[config.mk]
export PLATFORM = sky130hd
export DESIGN_NAME = mem_arbiter
export DESIGN_NICKNAME = d
export VERILOG_FILES = /design/src/rtl/mem_arbiter.sv
export SDC_FILE = /design/constraint.sdc
export NUM_CORES = 1
export LEC_CHECK = 0
export CORE_MARGIN = 2
export CORE_UTILIZATION = 37
export DETAILED_ROUTE_END_ITERATION = 10
export PLACE_DENSITY = 0.77
export SETUP_SLACK_MARGIN = 0.02
export SYNTH_ARGS = -nofsm -noshare
export SYNTH_HDL_FRONTEND = slang
export SYNTH_SLANG_ARGS = --single-unit
[constraint.sdc]
create_clock -name clk -period 1.5 [get_ports clk]
set_input_delay 0.15 -clock clk [delete_from_list [all_inputs] [get_ports clk]]
set_output_delay 0.15 -clock clk [all_outputs]
set_load 0.01 [all_outputs]
[src/rtl/mem_arbiter.sv]
// Shares one single-port memory between the fetch and data paths,
// one transaction in flight at a time: IDLE -> ACCESS -> RESP.
module mem_arbiter #(
    parameter int ADDR_W     = 32,
    parameter int DATA_W     = 32,
    parameter int LATENCY    = 1,
    parameter int MAX_STREAK = 4
) (
    input  logic              clk,
    input  logic              rst,
    input  logic              if_req,
    input  logic [ADDR_W-1:0] if_addr,
    output logic              if_gnt,
    output logic              if_rvalid,
    output logic [DATA_W-1:0] if_rdata,
    input  logic              d_req,
    input  logic              d_we,
    input  logic [ADDR_W-1:0] d_addr,
    input  logic [DATA_W-1:0] d_wdata,
    output logic              d_gnt,
    output logic              d_rvalid,
    output logic [DATA_W-1:0] d_rdata,
    output logic [ADDR_W-1:0] mem_addr,
    output logic [DATA_W-1:0] mem_wdata,
    output logic              mem_read,
    output logic              mem_write,
    input  logic [DATA_W-1:0] mem_rdata
);

    localparam int CW = (LATENCY > 1) ? $clog2(LATENCY) : 1;
    localparam int SW = $clog2(MAX_STREAK + 1);
    localparam logic [CW-1:0] CNT_LAST = CW'(LATENCY - 1);
    localparam logic [SW-1:0] STREAK_MAX = SW'(MAX_STREAK);

    typedef enum logic [1:0] {
        IDLE,
        ACCESS,
        RESP
    } state_t;

    state_t            state_q, state_d;
    logic [CW-1:0]     cnt_q, cnt_d;
    logic [SW-1:0]     streak_q, streak_d;
    logic [ADDR_W-1:0] addr_q, addr_d;
    logic [DATA_W-1:0] wdata_q, wdata_d;
    logic              we_q, we_d;
    logic              own_if_q, own_if_d;
    logic [DATA_W-1:0] if_rdata_q, if_rdata_d;
    logic [DATA_W-1:0] d_rdata_q, d_rdata_d;
    logic              fetch_win;

    // Data has priority unless fetch has been starved for MAX_STREAK grants.
    assign fetch_win = if_req && (!d_req || streak_q == STREAK_MAX);

    always_comb begin
        state_d    = state_q;
        cnt_d      = cnt_q;
        streak_d   = streak_q;
        addr_d     = addr_q;
        wdata_d    = wdata_q;
        we_d       = we_q;
        own_if_d   = own_if_q;
        if_rdata_d = if_rdata_q;
        d_rdata_d  = d_rdata_q;
        if_gnt     = 1'b0;
        d_gnt      = 1'b0;
        unique case (state_q)
            IDLE: begin
                if (if_req || d_req) begin
                    state_d = ACCESS;
                    cnt_d   = '0;
                    if (fetch_win) begin
                        if_gnt   = 1'b1;
                        own_if_d = 1'b1;
                        addr_d   = if_addr;
                        we_d     = 1'b0;
                        streak_d = '0;
                    end else begin
                        d_gnt    = 1'b1;
                        own_if_d = 1'b0;
                        addr_d   = d_addr;
                        wdata_d  = d_wdata;
                        we_d     = d_we;
                        if (!if_req)
                            streak_d = '0;
                        else if (streak_q != STREAK_MAX)
                            streak_d = streak_q + SW'(1);
                    end
                end
            end
            ACCESS: begin
                if (cnt_q == CNT_LAST) begin
                    state_d = RESP;
                    if (own_if_q)
                        if_rdata_d = mem_rdata;
                    else
                        d_rdata_d = we_q ? '0 : mem_rdata;
                end else begin
                    cnt_d = cnt_q + CW'(1);
                end
            end
            RESP: state_d = IDLE;
            default: state_d = IDLE;
        endcase
    end

    always_ff @(posedge clk) begin
        if (!rst) begin
            state_q    <= IDLE;
            cnt_q      <= '0;
            streak_q   <= '0;
            addr_q     <= '0;
            wdata_q    <= '0;
            we_q       <= 1'b0;
            own_if_q   <= 1'b0;
            if_rdata_q <= '0;
            d_rdata_q  <= '0;
        end else begin
            state_q    <= state_d;
            cnt_q      <= cnt_d;
            streak_q   <= streak_d;
            addr_q     <= addr_d;
            wdata_q    <= wdata_d;
            we_q       <= we_d;
            own_if_q   <= own_if_d;
            if_rdata_q <= if_rdata_d;
            d_rdata_q  <= d_rdata_d;
        end
    end

    assign mem_addr  = addr_q;
    assign mem_wdata = wdata_q;
    assign mem_read  = (state_q == ACCESS) && !we_q;
    assign mem_write = (state_q == ACCESS) && we_q;
    assign if_rvalid = (state_q == RESP) && own_if_q;
    assign d_rvalid  = (state_q == RESP) && !own_if_q;
    assign if_rdata  = if_rdata_q;
    assign d_rdata   = d_rdata_q;

endmodule

==> impl_metrics.yaml <==
run_status:
  status: "complete, but fails checks"
  violations: "negative setup slack"
synthesis:
  yosysMostFrequentCell: "dfxtp_1"
  syn_nets: 796
  synth-seq-cells: 135
  ys_types: 29
  syn_area_sq_mm: 0.005446
  synth_ff_type: "dfxtp_1"
  ys_warn_count: 0
  synth-seq-area-share_pct: 49.62
  avgSynthCellArea_sq_um: 8.240
  netlist_instances: 661
  synth_enable_flop_cells: 0
  synth-async-reset-ratio_pct: 0
  synth_common_cells: "dfxtp_1, a21oi_1, nand2_1"
  synth_top_area_cell: "dfxtp_1"
  yosysTopAreaCellShare_pct: 49.62
  ys_top_cells_by_area: "dfxtp_1, a21oi_1, nand3_1"
pwr:
  p_sw_w: 0.002512
  seq_power_share_pct: 38.4
  pwr-share-clk_pct: 42.5
  p_int_w: 0.007658
  switching_share_pct: 24.70
  total_power_w: 0.01017
  p_leak_nw: 4.318
  powerDensity_mw_per_mm2: 1056
  power_frac_comb_pct: 19.1
  ir_drop_v: 0.0007551
clocking:
  htreeDepth: 4
  cts_root_buffer: "clkbuf_16"
  cts_made_buffers: 17
  clk_pin_slew_ns: 0.06
  cts_sinks: 135
  clock_latency_ns: 0.41
  cts_tree: "built"
  clk_path_buf_depth: 2
run:
  maxCapViolations: 0
final_layout:
  final_cell_area_sq_mm: 0.009632
  register_area_sq_mm: 0.002708
  antennaDiodeCount: 0
  n_fill_cell: 1161
  drive_gt1_share_pct: 13.72
  multi_input_area_sq_mm: 0.002619
  layout.nets: 1064
  synthToLayoutAreaGrowth_pct: 76.84
  stdcell_count: 1124
setup_path:
  reg2reg_from: "state_q[1]"
  crit_type: "reg2out"
  worstRegToRegCells: 7
  worstSetupStartpointType: "flip-flop"
  r2r-end: "streak_q[0]"
  crit_arrival_ns: 1.39
  cp-end-kind: "primary output"
  path_cells: "inv_2, ha_4, a21bo_4, nand2_4, inv_2, buf_6"
  crit_required_ns: 1.35
  rrSetupSlack_ns: -0.02
  crit_top_cell: "inv_2"
  crit_fanout: 3
  cpPeakStageDelay_ns: 0.33
  slowest_stage: "dfxtp_2"
timing:
  fin_crit_ns: 1.537
  layout_setup_ws_ns: -0.03719
  fin_crit_sh_pct: 102.5
  worst_pin_slew_ns: 0.3774
  fmax_mhz: 650.5
  rsz0062_at_grt: "true"
  maxSlewViolCount: 0
  worst_clock_skew_ns: 0.008034
  final_hold_viol_count: 0
  max_slew_margin_pct: 74.84
  setup_viol: 12
routing:
  avgViaCountPerCell: 5.287
  drc: 0
  ant_nets: 0
  routedWlPerCell_microns: 17.35
  vias: 5943
  firstDrtPassIters: 5
  routed_wl_mm: 19.50
  drtIter0Drc: 420
place:
  gp_congestion: 0.7932
  place_inst: 1078
  post_dp_cell_area_sq_mm: 0.008472
  hpwl_mm: 12.21
  port-buffer-count: 266
floorplan:
  initial_core_util_pct: 37.62
  num_rows: 44
  die_w_microns: 125.3
  fp.dieH_microns: 125.3
  fp.dieArea_sq_mm: 0.01571
  coreArea_sq_mm: 0.01448
  ios: 267
min_path:
  min_to: "mem_wdata[5]"
  min_path_cells: 3
  min_path_type: "in2reg"
  min_from: "d_wdata[5]"
global_routing:
  grt_antenna_before_repair: 0
  grt_overflow: 0
  grt_pass1_vias: 5733
  grt_pass1_wl_mm: 29.31
  grt_util_all_layers_pct: 23.11
  grt_start_max_net_pins: 67
[final cells by class]
cell class | count | area share [%]
Clock buffer | 18 | 4.456
Clock inverter | 12 | 1.858
Inverter | 4 | 0.1819
Multi-Input combinational cell | 455 | 27.19
Sequential cell | 135 | 28.11
Tap cell | 184 | 2.390
Timing Repair Buffer | 316 | 35.81
[sequential cells by signal, indices dropped and copies added, names as in the netlist]
name and flops:
if_rdata 32, d_rdata 32, we_q 1, streak_q 3
mem_addr 32, own_if_q 1, state_q 2, mem_wdata 32
[stage by stage]
step	setup WS [ns]	hold WS [ns]	TNS (ns)	utilization [%]
floorplan	0.03337	0.2860	0	-
global placement	-0.4493	0.4373	-12.06	58.51
detailed placement	-0.4639	0.4422	-14.04	58.51
CTS	-0.06624	0.2801	-0.1242	64.03
global route	-0.08398	0.2820	-3.203	66.52
finish	-0.03719	0.2991	-0.1568	66.52
[cell families after synthesis]
logic type               count (synthesis)  share of synthesized area [%]
AO/OA/AOI/OAI                          211                          21.55
adder cells (fa/ha/maj)                  2                         0.4594
buffers and inverters                   72                          5.651
flip-flops                             135                          49.62
AND/OR/NAND/NOR                        241                          22.72
[cell usage in the layout, fill, tap and decap left out, types with 2 or more instances in the layout]
master / n
o21ai_0: 60
bufinv_16: 4
clkinvlp_4: 3
dfxtp_2: 4
and3b_1: 3
nor3b_4: 3
dlymetal6s2s_1: 52
clkinv_4: 2
buf_12: 11
nand2_1: 96
clkbuf_16: 22
or3b_4: 2
clkinv_2: 2
buf_2: 4
or2_4: 3
nand4_1: 2
and3_4: 9
o21bai_1: 8
inv_2: 3
a21boi_0: 8
nand3_1: 75
buf_4: 21
a21oi_1: 96
clkdlybuf4s50_1: 199
a21oi_2: 5
dfxtp_1: 131
nand3b_1: 33
nand3_2: 7
buf_16: 2
buf_6: 12
o311a_1: 8
dlygate4sd2_1: 9
nor3b_2: 2
a31oi_1: 24
[worst max path at each step]
stage / slack, ns / cells after the start / start / endpoint
after floorplan: 0.03 / 5 / state_q[1] / mem_addr[0]
after global placement: -0.45 / 4 / d_req / d_gnt
after detailed placement: -0.46 / 4 / d_req / d_gnt
after CTS: -0.07 / 6 / streak_q[1] / if_gnt
after global routing: -0.08 / 5 / streak_q[1] / d_gnt
final: -0.04 / 6 / streak_q[0] / if_gnt
[worst max-delay path, delay by kind of cell (launching register included)]
family	cells	cell delay [ns]
adder cells (fa/ha/maj)	1	0.16
flip-flops	1	0.33
AO/OA/AOI/OAI	1	0.23
buffers and inverters	3	0.19
AND/OR/NAND/NOR	1	0.07
[power by group through the flow]
stage	registers, W	logic, W	clock network [W]
global placement	0.00397	0.00173	0
detailed placement	0.00398	0.00174	0
finish	0.00391	0.00194	0.00433
global route	0.00393	0.00206	0.00457
floorplan	0.00407	0.000611	0
CTS	0.00391	0.00184	0.00441
[metal layers]
metal | global-route usage [%] | vias up | routed length, microns
li1 | - | 2872 | -
met1 | 27.68 | 2781 | 8212
met2 | 39.64 | 262 | 9652
met3 | 6.590 | 28 | 1253
met4 | 8.235 | 0 | 384
met5 | 0 | - | 0
[timing repair]
| action | 4_1_cts | 5_1_grt |
|---|---|---|
| setup endpoints to repair | 79 | 141 |
| gates resized for setup | 67 | 77 |
| gates cloned | 2 | 6 |
| hold buffers | 0 | 0 |
| pin swaps | 10 | 36 |
| buffers inserted | 7 | 1 |
| endpoints found under the hold margin | 0 | 0 |
Power figures use the tool's default switching activity.
